$ cat src/rtl/int_ctrl_pkg.sv
// Shared constants and helpers for the interrupt controller: register map,
// source count and ID/ISR field positions in the ID/EOI read word.
package int_ctrl_pkg;

    localparam int          NSRC         = 6;
    localparam int          IDW          = 3;
    localparam logic [31:0] BASE_DEFAULT = 32'h00007F20;

    localparam logic [1:0] OFF_MASK  = 2'd0;
    localparam logic [1:0] OFF_MODE  = 2'd1;
    localparam logic [1:0] OFF_PEND  = 2'd2;
    localparam logic [1:0] OFF_IDEOI = 2'd3;

    localparam int ID_LSB  = 0;
    localparam int ISR_LSB = 8;

    typedef logic [NSRC-1:0] src_vec_t;

    // EOI retires the highest-priority (lowest-index) in-service source.
    function automatic src_vec_t clr_lowest(input src_vec_t v);
        return v & (v - src_vec_t'(1));
    endfunction

endpackage

$ cat src/rtl/int_prio_enc.sv
// Lowest-set-bit encoder: returns index+1 of the lowest set bit, 0 when none.
module int_prio_enc #(
    parameter int W  = 6,
    parameter int IW = $clog2(W + 1)
) (
    input  logic [W-1:0]  vec_i,
    output logic [IW-1:0] idx_o
);

    always_comb begin
        idx_o = '0;
        for (int i = W - 1; i >= 0; i--) begin
            if (vec_i[i]) idx_o = IW'(i + 1);
        end
    end

endmodule

$ cat src/rtl/int_ctrl.sv
// Six-source fixed-priority nesting interrupt controller driving HWInt[7:2]
// of the core, configured through the processor bridge register window.
module int_ctrl
    import int_ctrl_pkg::*;
#(
    parameter logic [31:0] BASE = BASE_DEFAULT
) (
    input  logic            clk,
    input  logic            reset,
    input  logic [NSRC-1:0] irq_in,
    input  logic [31:0]     PrAddr,
    input  logic [31:0]     PrWD,
    input  logic            PrWe,
    output logic [31:0]     PrRD,
    input  logic            IntAck,
    output logic [NSRC-1:0] HWInt
);

    logic [NSRC-1:0] s1_q, s2_q, s3_q;
    logic [NSRC-1:0] e_q, e_d;
    logic [NSRC-1:0] isr_q, isr_d;
    logic [NSRC-1:0] mask_q, mask_d;
    logic [NSRC-1:0] mode_q, mode_d;
    logic [NSRC-1:0] hwint_q;

    logic [NSRC-1:0] rise, pending, eligible, ack_vec, e_clr, e_set;
    logic [IDW-1:0]  id, isr_enc, cur;
    logic            hit, wr_mask, wr_mode, wr_pend, wr_eoi;
    logic [1:0]      off;
    logic            unused_bits;

    assign hit     = (PrAddr[31:4] == BASE[31:4]);
    assign off     = PrAddr[3:2];
    assign wr_mask = PrWe && hit && (off == OFF_MASK);
    assign wr_mode = PrWe && hit && (off == OFF_MODE);
    assign wr_pend = PrWe && hit && (off == OFF_PEND);
    assign wr_eoi  = PrWe && hit && (off == OFF_IDEOI);

    assign unused_bits = ^{PrAddr[1:0], PrWD[31:NSRC]};

    assign rise    = s2_q & ~s3_q;
    assign pending = (mode_q & e_q) | (~mode_q & s2_q);

    int_prio_enc #(.W(NSRC), .IW(IDW)) u_cur_enc (
        .vec_i (isr_q),
        .idx_o (isr_enc)
    );

    // An empty ISR places the service level below every source.
    assign cur = (isr_enc == '0) ? IDW'(NSRC) : isr_enc - 1'b1;

    always_comb begin
        eligible = '0;
        for (int i = 0; i < NSRC; i++) begin
            eligible[i] = pending[i] & mask_q[i] & (IDW'(i) < cur);
        end
    end

    int_prio_enc #(.W(NSRC), .IW(IDW)) u_id_enc (
        .vec_i (eligible),
        .idx_o (id)
    );

    always_comb begin
        ack_vec = '0;
        for (int i = 0; i < NSRC; i++) begin
            ack_vec[i] = IntAck && (id == IDW'(i + 1));
        end
    end

    // A new edge wins over every clear source in the same cycle.
    always_comb begin
        e_clr = ack_vec;
        if (wr_pend) e_clr = e_clr | PrWD[NSRC-1:0];
        if (wr_mode) e_clr = e_clr | (PrWD[NSRC-1:0] ^ mode_q);
        e_set = rise & mode_q;
        e_d   = (e_q & ~e_clr) | e_set;
    end

    always_comb begin
        isr_d = wr_eoi ? clr_lowest(isr_q) : isr_q;
        isr_d = isr_d | ack_vec;
    end

    always_comb begin
        mask_d = wr_mask ? PrWD[NSRC-1:0] : mask_q;
        mode_d = wr_mode ? PrWD[NSRC-1:0] : mode_q;
    end

    always_ff @(posedge clk or negedge reset) begin
        if (!reset) begin
            s1_q    <= '0;
            s2_q    <= '0;
            s3_q    <= '0;
            e_q     <= '0;
            isr_q   <= '0;
            mask_q  <= '0;
            mode_q  <= '0;
            hwint_q <= '0;
        end else begin
            s1_q    <= irq_in;
            s2_q    <= s1_q;
            s3_q    <= s2_q;
            e_q     <= e_d;
            isr_q   <= isr_d;
            mask_q  <= mask_d;
            mode_q  <= mode_d;
            hwint_q <= eligible;
        end
    end

    assign HWInt = hwint_q;

    always_comb begin
        PrRD = '0;
        if (hit) begin
            case (off)
                OFF_MASK: PrRD[NSRC-1:0] = mask_q;
                OFF_MODE: PrRD[NSRC-1:0] = mode_q;
                OFF_PEND: PrRD[NSRC-1:0] = pending;
                default: begin
                    PrRD[ISR_LSB +: NSRC] = isr_q;
                    PrRD[ID_LSB +: IDW]   = id;
                end
            endcase
        end
    end

endmodule

$ cat config.mk
export PLATFORM = sky130hd
export DESIGN_NAME = int_ctrl
export DESIGN_NICKNAME = d
export VERILOG_FILES = /design/src/rtl/int_ctrl_pkg.sv /design/src/rtl/int_prio_enc.sv /design/src/rtl/int_ctrl.sv
export SDC_FILE = /design/constraint.sdc
export NUM_CORES = 1
export LEC_CHECK = 0
export BUFFER_PORTS_ARGS = -buffer_cell sky130_fd_sc_hd__buf_2
export CAP_MARGIN = 20
export CORE_UTILIZATION = 45
export DETAILED_ROUTE_END_ITERATION = 7
export GPL_ROUTABILITY_DRIVEN = 0
export GPL_TIMING_DRIVEN = 0
export PLACE_DENSITY_LB_ADDON = 0.08
export SETUP_SLACK_MARGIN = 0.2
export SLEW_MARGIN = 20
export SYNTH_ARGS = -nofsm -noshare
export SYNTH_HDL_FRONTEND = slang
export SYNTH_HIERARCHICAL = 1
export SYNTH_SLANG_ARGS = --single-unit
$ cat constraint.sdc
create_clock -name clk -period 10.55 [get_ports clk]
set_input_delay 2.11 -clock clk [delete_from_list [all_inputs] [get_ports clk]]
set_output_delay 2.11 -clock clk [all_outputs]
set_load 0.01 [all_outputs]
==> run_summary.xml, run 1 <==
<?xml version="1.0" encoding="UTF-8"?>
<metrics>
  <group name="worst_setup_path">
    <metric name="worstPathArrival" unit="ps">4090</metric>
    <metric name="r2r_setup_slack" unit="ps">6150</metric>
    <metric name="timing.critical_path.cells" unit="">or3b_1 -&gt; a21oi_1 -&gt; inv_1 -&gt; ha_1 -&gt; ha_1 -&gt; a2111oi_0 -&gt; nor3_1 -&gt; nor4_1 -&gt; mux4_2 -&gt; and2_1 -&gt; buf_2</metric>
    <metric name="r2r_start" unit="">isr_q[3]</metric>
    <metric name="r2r.worst_path.cells" unit="">12</metric>
    <metric name="worstReg2RegEnd" unit="">e_q[3]</metric>
    <metric name="slowest_delay" unit="ps">820</metric>
    <metric name="cpMaxStageDelayCell" unit="">a2111oi_0</metric>
    <metric name="critPathTopFamily" unit="">simple AND/OR/NAND/NOR gates</metric>
    <metric name="critPathKind" unit="">reg -&gt; out</metric>
    <metric name="cp_data_required_time" unit="ps">8440</metric>
    <metric name="critPathBufInv" unit="">2</metric>
    <metric name="cp_num_cells" unit="">11</metric>
    <metric name="endpoint" unit="">PrRD[2]</metric>
    <metric name="setup.worst_path.end_class" unit="">output port</metric>
    <metric name="crit_top_cell" unit="">ha_1</metric>
    <metric name="startpoint_type_of_the_worst_setup_path" unit="">register</metric>
    <metric name="setup.worst_path.start" unit="">isr_q[3]</metric>
    <metric name="crit_fanout" unit="">7</metric>
  </group>
  <group name="pwr">
    <metric name="report.power.total" unit="mW">0.337</metric>
    <metric name="cellLeakagePower" unit="nW">1.59</metric>
    <metric name="peakVddDrop" unit="V">0.0000664</metric>
    <metric name="pwr_density_cell" unit="mW/mm^2">108</metric>
  </group>
  <group name="floorplan">
    <metric name="floorplan.initialDensity" unit="">0.467</metric>
    <metric name="chipHeight" unit="um">77.3</metric>
    <metric name="core" unit="sq mm">0.00547</metric>
    <metric name="pin_count" unit="">112</metric>
    <metric name="std_cell_rows" unit="">27</metric>
    <metric name="design.die.area" unit="sq mm">0.00598</metric>
    <metric name="die_x" unit="um">77.3</metric>
  </group>
  <group name="routing">
    <metric name="first_iter_violations" unit="">88</metric>
    <metric name="num_vias" unit="">1995</metric>
    <metric name="wire_per_inst" unit="um">14.3</metric>
    <metric name="vias_per_cell" unit="">5.13</metric>
    <metric name="wirelength" unit="mm">5.55</metric>
    <metric name="antenna_left" unit="">0</metric>
    <metric name="dr.pass1.iters" unit="">5</metric>
    <metric name="drc" unit="">0</metric>
  </group>
  <group name="synthesis">
    <metric name="async_flop_share" unit="">1.00</metric>
    <metric name="synthCells" unit="">228</metric>
    <metric name="synthTopCellsByArea" unit="">dfrtp_1, mux2_2, buf_4</metric>
    <metric name="yosysTopAreaCell" unit="">dfrtp_1</metric>
    <metric name="syn-mean-instance-area" unit="sq um">11.2</metric>
    <metric name="synth-edff-count" unit="">0</metric>
    <metric name="synth_commonest_cells" unit="">dfrtp_1, buf_4, mux2_2, nand2_1, nor2_1</metric>
    <metric name="synthDistinctLibCells" unit="">46</metric>
    <metric name="synth.yosys.seq_area_share" unit="">0.470</metric>
    <metric name="synth_top_area_frac" unit="">0.470</metric>
    <metric name="syn-cell-area" unit="sq mm">0.00255</metric>
    <metric name="number_of_warning_messages_in_the_yosys_log" unit="">6</metric>
    <metric name="yosys.cell_count.top_type" unit="">dfrtp_1</metric>
    <metric name="postSynth.topFlopCell" unit="">dfrtp_1</metric>
    <metric name="synth-seq-cells" unit="">48</metric>
  </group>
  <group name="timing">
    <metric name="timing.slew.headroom" unit="">0.358</metric>
    <metric name="hold_slack" unit="ps">353</metric>
    <metric name="fin_crit" unit="ps">6200</metric>
    <metric name="worst_pin_slew" unit="ps">939</metric>
    <metric name="max_freq" unit="MHz">161</metric>
    <metric name="final_hold_viol_count" unit="">0</metric>
    <metric name="fin_tns_setup" unit="ps">0</metric>
    <metric name="timing.final.max_slew_violations" unit="">0</metric>
    <metric name="fin_worst_skew" unit="ps">5.67</metric>
    <metric name="rsz0062_at_grt" unit="">no</metric>
    <metric name="finalSetupViolCount" unit="">0</metric>
    <metric name="finalCritPeriodShare" unit="">0.588</metric>
  </group>
  <group name="global_routing">
    <metric name="antenna_found_initial" unit="">0</metric>
    <metric name="grt_pass1_wl" unit="mm">9.07</metric>
    <metric name="grt_pass1_vias" unit="">1811</metric>
    <metric name="grt_overflow" unit="">0</metric>
    <metric name="grt_usage" unit="">0.199</metric>
    <metric name="grt_start_max_net_pins" unit="">49</metric>
  </group>
  <group name="clock_network">
    <metric name="path_clk_slew" unit="ps">80</metric>
    <metric name="root_buffer" unit="">clkbuf_8</metric>
    <metric name="post_cts.repair.setup_buffers" unit="">0</metric>
    <metric name="cts_tree" unit="">done</metric>
    <metric name="insertion_delay" unit="ps">290</metric>
    <metric name="number_of_cts_inserted_buffers" unit="">5</metric>
    <metric name="cts-resized-gates" unit="">0</metric>
    <metric name="numClockSinks" unit="">48</metric>
    <metric name="cts.path.max_buffers" unit="">2</metric>
    <metric name="cts_hold_buf" unit="">0</metric>
    <metric name="cts-htree-levels" unit="">2</metric>
  </group>
  <group name="finish">
    <metric name="post_route_cells_drive_above_1_share" unit="">0.372</metric>
    <metric name="final_net_count" unit="">392</metric>
    <metric name="area.growth.synth_to_final" unit="%">22.1</metric>
    <metric name="post-route-cell-area" unit="sq mm">0.00312</metric>
    <metric name="diodes" unit="">0</metric>
  </group>
  <group name="place">
    <metric name="post-dp-hpwl" unit="mm">4.11</metric>
    <metric name="port_buffers" unit="">62</metric>
    <metric name="post_dp_cell_area" unit="sq mm">0.00303</metric>
  </group>
  <group name="run">
    <metric name="timing.max_cap.violations" unit="">0</metric>
  </group>
  <group name="hold_path">
    <metric name="hold_path.class" unit="">reg -&gt; reg</metric>
  </group>
  <group name="outcome">
    <metric name="outcome" unit="">complete, no violations</metric>
  </group>
</metrics>
[power by group]
part / internal (mW) / switching, mW / total [mW]
Clock: 0.0535 / 0.0559 / 0.109
Combinational: 0.0180 / 0.0198 / 0.0378
Sequential: 0.188 / 0.00211 / 0.190
[worst min-delay path by stage]
stage / start / end / slack [ps] / cells after the start
6_report: s1_q[3] / s2_q[3] / 350 / 0
3_5_place_dp: s1_q[3] / s2_q[3] / 340 / 0
2_1_floorplan: s1_q[0] / s2_q[0] / 330 / 0
4_1_cts: s1_q[3] / s2_q[3] / 360 / 0
3_3_place_gp: s1_q[3] / s2_q[3] / 330 / 0
5_1_grt: s1_q[3] / s2_q[3] / 360 / 0
[cell type report]
type	instances	area [sq um]
multi-input cells	164	1210
clock buffers	8	90.1
plain buffers	27	181
inverters	8	30.0
fillers	503	2350
flip-flops and latches	48	1200
repair buffers	62	313
well taps	72	90.1
[registers in the layout, summed over array words and instances (netlist names)]
name    cells
s3_q        6
s2_q        6
isr_q       6
mask_q      6
mode_q      6
e_q         6
s1_q        6
HWInt       6
[layout by cell type (no fill, tap or decap), types with 6 or more instances in the layout]
cell type and n:
nor2_1 10, a21oi_1 7, conb_1 20, mux2_2 15
inv_1 8, and3_1 8, clkbuf_8 6, nor2b_1 7
nand2_1 15, buf_4 21, a221o_1 6, dfrtp_1 48
xor2_1 6, buf_2 65, o221ai_1 6
[kinds of logic (layout without fill, tap and decap cells)]
kind of cell	Yosys count	count (layout)	share of synthesized area
AO/OA/AOI/OAI	35	35	0.102
XOR/XNOR	6	6	0.0206
adder cells (fa/ha/maj)	2	2	0.00980
buffers and inverters	35	105	0.0828
flip-flops	48	48	0.470
multiplexers	21	21	0.104
other	1	20	0.00147
AND/OR/NAND/NOR	80	80	0.209
[metrics by stage]
stage | instances | utilization | worst slack (ps)
final | 389 | 0.570 | 4350
after floorplan | 247 | - | 5020
after global placement | 381 | 0.553 | 4600
after global routing | 389 | 0.570 | 4060
after detailed placement | 381 | 0.553 | 4630
after CTS | 389 | 0.569 | 4370
[metal layers]
layer,up-vias,global-route usage,part of all wire
met1,941,0.260,0.44
li1,973,-,-
met4,0,0.0698,0.0099
met5,-,0,0
met2,76,0.327,0.48
met3,5,0.0447,0.069
No activity file was read; power rests on OpenSTA's default activity.
==> inputs of run 2 (changes only) <==
ABC_AREA = 1   (was not set)
clock period = 6 ns   (was 10.55 ns; I/O delays follow)
==> run_summary.xml, run 2 <==
<?xml version="1.0" encoding="UTF-8"?>
<metrics>
  <group name="outcome">
    <metric name="outcome" unit="">complete, no violations</metric>
  </group>
  <group name="clock_network">
    <metric name="insertion_delay" unit="ps">310</metric>
    <metric name="number_of_cts_inserted_buffers" unit="">5</metric>
    <metric name="post_cts.repair.setup_buffers" unit="">0</metric>
    <metric name="path_clk_slew" unit="ps">100</metric>
    <metric name="cts_hold_buf" unit="">0</metric>
    <metric name="root_buffer" unit="">clkbuf_8</metric>
    <metric name="cts-resized-gates" unit="">0</metric>
    <metric name="cts-htree-levels" unit="">2</metric>
    <metric name="cts_tree" unit="">done</metric>
    <metric name="numClockSinks" unit="">48</metric>
    <metric name="cts.path.max_buffers" unit="">2</metric>
  </group>
  <group name="finish">
    <metric name="final_net_count" unit="">525</metric>
    <metric name="area.growth.synth_to_final" unit="%">21.9</metric>
    <metric name="final_common_cell" unit="">nand2_1</metric>
    <metric name="diodes" unit="">0</metric>
    <metric name="post_route_cells_drive_above_1_share" unit="">0.236</metric>
    <metric name="finish.utilization" unit="">0.566</metric>
    <metric name="layout_common_cells" unit="">nand2_1, buf_2, inv_1</metric>
  </group>
  <group name="synthesis">
    <metric name="yosys.cell_count.top_type" unit="">nand2_1</metric>
    <metric name="yosysTopAreaCell" unit="">dfrtp_1</metric>
    <metric name="synth_top_area_frac" unit="">0.437</metric>
    <metric name="syn-mean-instance-area" unit="sq um">7.63</metric>
    <metric name="synth-seq-cells" unit="">48</metric>
    <metric name="number_of_warning_messages_in_the_yosys_log" unit="">6</metric>
    <metric name="synthDistinctLibCells" unit="">30</metric>
    <metric name="synthCells" unit="">360</metric>
    <metric name="synthTopCellsByArea" unit="">dfrtp_1, nand2_1, inv_1</metric>
    <metric name="synth_commonest_cells" unit="">nand2_1, inv_1, nor2_1, dfrtp_1</metric>
    <metric name="syn-cell-area" unit="sq mm">0.00275</metric>
    <metric name="synth-edff-count" unit="">0</metric>
    <metric name="async_flop_share" unit="">1.00</metric>
    <metric name="synth.yosys.seq_area_share" unit="">0.437</metric>
    <metric name="postSynth.topFlopCell" unit="">dfrtp_1</metric>
  </group>
  <group name="routing">
    <metric name="drc" unit="">0</metric>
    <metric name="num_vias" unit="">2495</metric>
    <metric name="wirelength" unit="mm">6.09</metric>
    <metric name="vias_per_cell" unit="">4.75</metric>
    <metric name="antenna_left" unit="">0</metric>
    <metric name="first_iter_violations" unit="">88</metric>
    <metric name="dr.pass1.iters" unit="">4</metric>
    <metric name="wire_per_inst" unit="um">11.6</metric>
  </group>
  <group name="worst_setup_path">
    <metric name="cp_data_required_time" unit="ps">4800</metric>
    <metric name="crit_fanout" unit="">6</metric>
    <metric name="critPathKind" unit="">reg -&gt; out</metric>
    <metric name="worstPathArrival" unit="ps">3090</metric>
    <metric name="cpMaxStageDelayCell" unit="">nor4_1</metric>
    <metric name="crit_top_cell" unit="">a21oi_1</metric>
    <metric name="setup.worst_path.end_class" unit="">output port</metric>
    <metric name="startpoint_type_of_the_worst_setup_path" unit="">register</metric>
    <metric name="slowest_delay" unit="ps">540</metric>
    <metric name="timing.critical_path.cells" unit="">inv_1 -&gt; nor2_1 -&gt; a21oi_1 -&gt; inv_1 -&gt; ha_1 -&gt; ha_1 -&gt; nor4_1 -&gt; nand2_1 -&gt; a21oi_1 -&gt; nand2_1 -&gt; a21oi_1 -&gt; buf_2</metric>
  </group>
  <group name="timing">
    <metric name="fin_tns_setup" unit="ps">0</metric>
    <metric name="finalSetupViolCount" unit="">0</metric>
    <metric name="timing.final.max_slew_violations" unit="">0</metric>
    <metric name="finalCritPeriodShare" unit="">0.714</metric>
    <metric name="rsz0062_at_grt" unit="">no</metric>
    <metric name="timing.slew.headroom" unit="">0.606</metric>
    <metric name="hold_slack" unit="ps">356</metric>
    <metric name="fin_worst_skew" unit="ps">9.71</metric>
    <metric name="worst_pin_slew" unit="ps">591</metric>
    <metric name="fin_crit" unit="ps">4290</metric>
    <metric name="final_hold_viol_count" unit="">0</metric>
    <metric name="max_freq" unit="MHz">233</metric>
  </group>
  <group name="global_routing">
    <metric name="gr_util_met1" unit="">0.256</metric>
    <metric name="grt_pass1_vias" unit="">2184</metric>
    <metric name="grt_overflow" unit="">0</metric>
    <metric name="grt_start_max_net_pins" unit="">49</metric>
    <metric name="antenna_found_initial" unit="">0</metric>
    <metric name="met3_usage" unit="">0.0409</metric>
    <metric name="globalRouteMet2Util" unit="">0.341</metric>
    <metric name="grt_pass1_wl" unit="mm">9.89</metric>
    <metric name="grt_usage" unit="">0.202</metric>
    <metric name="grt_busiest_layer" unit="">met2</metric>
  </group>
  <group name="floorplan">
    <metric name="core" unit="sq mm">0.00592</metric>
    <metric name="design.die.area" unit="sq mm">0.00642</metric>
    <metric name="chipHeight" unit="um">80.1</metric>
    <metric name="die_x" unit="um">80.1</metric>
    <metric name="pin_count" unit="">112</metric>
    <metric name="std_cell_rows" unit="">28</metric>
    <metric name="floorplan.initialDensity" unit="">0.464</metric>
  </group>
  <group name="run">
    <metric name="timing.max_cap.violations" unit="">0</metric>
  </group>
  <group name="pwr">
    <metric name="pwr_density_cell" unit="mW/mm^2">193</metric>
    <metric name="peakVddDrop" unit="V">0.000151</metric>
    <metric name="cellLeakagePower" unit="nW">1.79</metric>
    <metric name="report.power.total" unit="mW">0.647</metric>
  </group>
  <group name="place">
    <metric name="post-dp-hpwl" unit="mm">4.80</metric>
    <metric name="port_buffers" unit="">63</metric>
  </group>
  <group name="hold_path">
    <metric name="hold_path.class" unit="">reg -&gt; reg</metric>
  </group>
</metrics>
## run 2: cell count changes in the layout (fill, tap and decap cells not counted), sizes merged, moves of 6 or more
cell,previous run,this run
nor2b,7,0
nor4,8,2
a221o,6,0
inv,8,56
and3,8,0
nand3b,1,7
nand4,1,13
a21oi,7,15
nand3,0,12
nand2,15,76
o221ai,6,0
mux2,15,0
nor2,10,56
o21ai,3,22
## run 2: final cells by class
class                           count  area (sq um)
Fill cell                         578          2570
Clock inverter                      3          50.0
Buffer                             24           188
Timing Repair Buffer               63           318
Inverter                           54           203
Tap cell                           75          93.8
Sequential cell                    48          1200
Clock buffer                        5          68.8
Multi-Input combinational cell    253          1230
## run 2: per-stage QoR
step	cells	cell area, sq um	setup slack (ps)
3_3_place_gp	517	3230	2130
6_report	525	3350	1710
5_1_grt	525	3350	1460
2_1_floorplan	379	2820	2530
4_1_cts	525	3350	1740
3_5_place_dp	517	3230	2100
## run 2: final timing paths
kind / startpoint / end / slack [ps] / cells past startpoint
max: isr_q[1] / PrRD[0] / 1710 / 12
min: s1_q[5] / s2_q[5] / 360 / 0
max reg2reg: isr_q[1] / e_q[4] / 2780 / 16
min reg2reg: s1_q[5] / s2_q[5] / 360 / 0
max in group asynchronous: reset / mode_q[2] / 4700 / 1
min in group asynchronous: reset / isr_q[2] / 880 / 1
## run 2: cell families (layout without fill, tap and decap cells)
kind of cell / count (synthesis) / after routing / synth area share
AO/OA/AOI/OAI: 46 / 46 / 0.0915
XOR/XNOR: 6 / 6 / 0.0191
adder cells (fa/ha/maj): 2 / 2 / 0.00911
buffers and inverters: 78 / 149 / 0.142
flip-flops: 48 / 48 / 0.437
multiplexers: 2 / 2 / 0.00729
other: 1 / 20 / 0.00136
AND/OR/NAND/NOR: 177 / 177 / 0.292
## run 2: report_power, final
group	total (mW)	internal, mW	leakage (nW)	switching (mW)
Clock	0.249	0.129	0.0607	0.120
Combinational	0.0655	0.0275	1.18	0.0380
Sequential	0.333	0.330	0.543	0.00293
## run 2: layer usage
layer / routed length (um) / vias up
met2: 2930 / 68
met3: 336 / 9
met4: 79 / 0
li1: - / 1293
met5: 0 / -
met1: 2740 / 1125
## run 2: worst max-delay path, delay by kind of cell, from the launching register on
kind            cells  cell delay [ps]
flops               1              440
buf+inv             3              340
simple gates        4              810
compound gates      3              620
fa+ha+maj           2              560
==> inputs of run 3 (changes only) <==
ABC_AREA = 0   (was 1)
CORE_UTILIZATION = 43   (was 45)
clock period = 3.7 ns   (was 6 ns; I/O delays follow)
==> run_summary.xml, run 3 (same netlist as run 1, synthesis figures left out) <==
<?xml version="1.0" encoding="UTF-8"?>
<metrics>
  <group name="pwr">
    <metric name="power_report.internal_total" unit="mW">0.745</metric>
    <metric name="p_sw_frac" unit="">0.246</metric>
    <metric name="sequential_share_of_power" unit="">0.548</metric>
    <metric name="switching_power" unit="mW">0.243</metric>
    <metric name="clock_power_share" unit="">0.331</metric>
    <metric name="pwr_density_cell" unit="mW/mm^2">289</metric>
    <metric name="combPwrFrac" unit="">0.122</metric>
    <metric name="cellLeakagePower" unit="nW">1.72</metric>
    <metric name="peakVddDrop" unit="V">0.000197</metric>
  </group>
  <group name="clock_network">
    <metric name="numClockSinks" unit="">48</metric>
    <metric name="cts.path.max_buffers" unit="">2</metric>
    <metric name="cts-htree-levels" unit="">2</metric>
    <metric name="number_of_cts_inserted_buffers" unit="">5</metric>
    <metric name="root_buffer" unit="">clkbuf_8</metric>
    <metric name="path_clk_slew" unit="ps">90</metric>
    <metric name="cts_tree" unit="">done</metric>
    <metric name="insertion_delay" unit="ps">300</metric>
  </group>
  <group name="finish">
    <metric name="final_common_cell" unit="">buf_2</metric>
    <metric name="diodes" unit="">0</metric>
    <metric name="layout_common_cells" unit="">buf_2, dfrtp_1, buf_4</metric>
    <metric name="area.growth.synth_to_final" unit="%">33.8</metric>
    <metric name="final_net_count" unit="">410</metric>
    <metric name="nFillCells" unit="">497</metric>
    <metric name="post-route-cell-area" unit="sq mm">0.00342</metric>
    <metric name="post_route_cells_drive_above_1_share" unit="">0.475</metric>
  </group>
  <group name="worst_setup_path">
    <metric name="startpoint_type_of_the_worst_setup_path" unit="">register</metric>
    <metric name="crit_fanout" unit="">4</metric>
    <metric name="setup.worst_path.end_class" unit="">output port</metric>
    <metric name="worstPathArrival" unit="ps">3180</metric>
    <metric name="cp_data_required_time" unit="ps">2960</metric>
    <metric name="r2r.worst_path.cells" unit="">13</metric>
    <metric name="r2r_setup_slack" unit="ps">300</metric>
    <metric name="critPathKind" unit="">reg -&gt; out</metric>
    <metric name="worstReg2RegEnd" unit="">e_q[4]</metric>
    <metric name="r2r_start" unit="">isr_q[3]</metric>
  </group>
  <group name="global_routing">
    <metric name="grt_start_max_net_pins" unit="">49</metric>
    <metric name="antenna_found_initial" unit="">0</metric>
    <metric name="grt_usage" unit="">0.214</metric>
    <metric name="grt_pass1_wl" unit="mm">10.2</metric>
    <metric name="grt_pass1_vias" unit="">2121</metric>
    <metric name="grt_overflow" unit="">0</metric>
  </group>
  <group name="routing">
    <metric name="vias_per_cell" unit="">5.13</metric>
    <metric name="wire_per_inst" unit="um">14.7</metric>
    <metric name="first_iter_violations" unit="">148</metric>
    <metric name="drc" unit="">0</metric>
    <metric name="antenna_left" unit="">0</metric>
    <metric name="num_vias" unit="">2087</metric>
    <metric name="wirelength" unit="mm">5.99</metric>
    <metric name="dr.pass1.iters" unit="">4</metric>
  </group>
  <group name="floorplan">
    <metric name="floorplan.initialDensity" unit="">0.455</metric>
    <metric name="chipHeight" unit="um">79.1</metric>
    <metric name="std_cell_rows" unit="">27</metric>
    <metric name="core" unit="sq mm">0.00561</metric>
    <metric name="pin_count" unit="">112</metric>
    <metric name="design.die.area" unit="sq mm">0.00625</metric>
    <metric name="die_x" unit="um">79.1</metric>
  </group>
  <group name="hold_path">
    <metric name="hold_path.class" unit="">reg -&gt; reg</metric>
    <metric name="hold-path-endpoint" unit="">s2_q[5]</metric>
    <metric name="min_from" unit="">s1_q[5]</metric>
    <metric name="worstHoldPathCells" unit="">0</metric>
  </group>
  <group name="outcome">
    <metric name="failed_checks" unit="">negative setup slack</metric>
    <metric name="outcome" unit="">finished, violations left</metric>
  </group>
  <group name="timing">
    <metric name="finalCritPeriodShare" unit="">1.06</metric>
    <metric name="finalSetupViolCount" unit="">3</metric>
    <metric name="hold_slack" unit="ps">354</metric>
    <metric name="worst_pin_slew" unit="ps">820</metric>
    <metric name="timing.slew.headroom" unit="">0.448</metric>
    <metric name="fin_crit" unit="ps">3920</metric>
    <metric name="rsz0062_at_grt" unit="">yes</metric>
    <metric name="final_hold_viol_count" unit="">0</metric>
    <metric name="fin_worst_skew" unit="ps">5.78</metric>
    <metric name="max_freq" unit="MHz">255</metric>
    <metric name="timing.final.max_slew_violations" unit="">0</metric>
    <metric name="setup_slack" unit="ps">-222</metric>
  </group>
  <group name="place">
    <metric name="post_dp_cell_area" unit="sq mm">0.00307</metric>
    <metric name="post-dp-hpwl" unit="mm">4.15</metric>
    <metric name="port_buffers" unit="">62</metric>
  </group>
  <group name="run">
    <metric name="timing.max_cap.violations" unit="">0</metric>
  </group>
</metrics>
## run 3: changes by cell type in the layout (fill, tap and decap cells not counted), sizes merged, moves of 7 or more
cell	previous run	this run
a21oi	15	7
and3	0	8
buf	86	104
inv	56	8
mux2	0	15
nand2	76	15
nand3	12	0
nand4	13	1
nor2	56	10
nor2b	0	7
o21ai	22	3
## run 3: power groups by stage
stage / Clock [mW] / Combinational, mW / Sequential [mW]
after floorplan: 0 / 0.0663 / 0.550
after global placement: 0 / 0.110 / 0.552
after detailed placement: 0 / 0.112 / 0.552
after CTS: 0.335 / 0.118 / 0.541
after global routing: 0.361 / 0.134 / 0.543
final: 0.327 / 0.120 / 0.541
## run 3: worst max-delay path by stage
stage / endpoint / cells past startpoint / slack, ps / from
5_1_grt: PrRD[1] / 11 / -340 / isr_q[3]
6_report: PrRD[0] / 12 / -220 / isr_q[3]
3_3_place_gp: PrRD[1] / 11 / -190 / isr_q[3]
4_1_cts: PrRD[0] / 12 / -190 / isr_q[4]
2_1_floorplan: PrRD[1] / 10 / 220 / isr_q[3]
3_5_place_dp: PrRD[2] / 11 / -190 / isr_q[3]
## run 3: final cells by class
class / count / area [sq um] / area share
plain buffers: 27 / 181 / 0.0531
clock buffers: 7 / 86.3 / 0.0253
clock inverters: 1 / 7.51 / 0.00220
inverters: 8 / 30.0 / 0.00879
multi-input cells: 164 / 1370 / 0.399
flip-flops and latches: 48 / 1200 / 0.352
well taps: 72 / 90.1 / 0.0264
repair buffers: 80 / 454 / 0.133
## run 3: through the flow
step	power [mW]	setup TNS (ps)	worst slack, ps	utilization	std cells
6_report	0.988	-562	-222	0.609	407
5_1_grt	1.04	-897	-338	0.609	407
4_1_cts	0.994	-492	-195	0.593	400
3_5_place_dp	0.663	-494	-185	0.547	381
3_3_place_gp	0.662	-504	-194	0.547	381
2_1_floorplan	0.616	0	216	-	247
## run 3: timing repair
item                       4_1_cts  5_1_grt
setup endpoints to repair        6        6
gates resized for setup         16        9
hold buffers                     0        0
buffers inserted                11        7
pin swaps                       10        8
## run 3: routing by layer
layer | part of all wire | up-vias | global-route usage
met5 | 0 | - | 0
met4 | 0.0087 | 0 | 0.0836
met3 | 0.053 | 7 | 0.0379
met2 | 0.50 | 64 | 0.361
met1 | 0.44 | 1009 | 0.273
li1 | - | 1007 | -
## run 3: worst max-delay path, stage by stage, from the launching register on
cell,delay (ps)
dfrtp_1,390
or3b_1,390
a21oi_2,170
inv_2,60
ha_4,150
ha_4,160
nor2b_4,230
a2111oi_4,140
nor3b_2,180
a211o_1,270
mux4_2,480
and2_4,150
buf_6,110
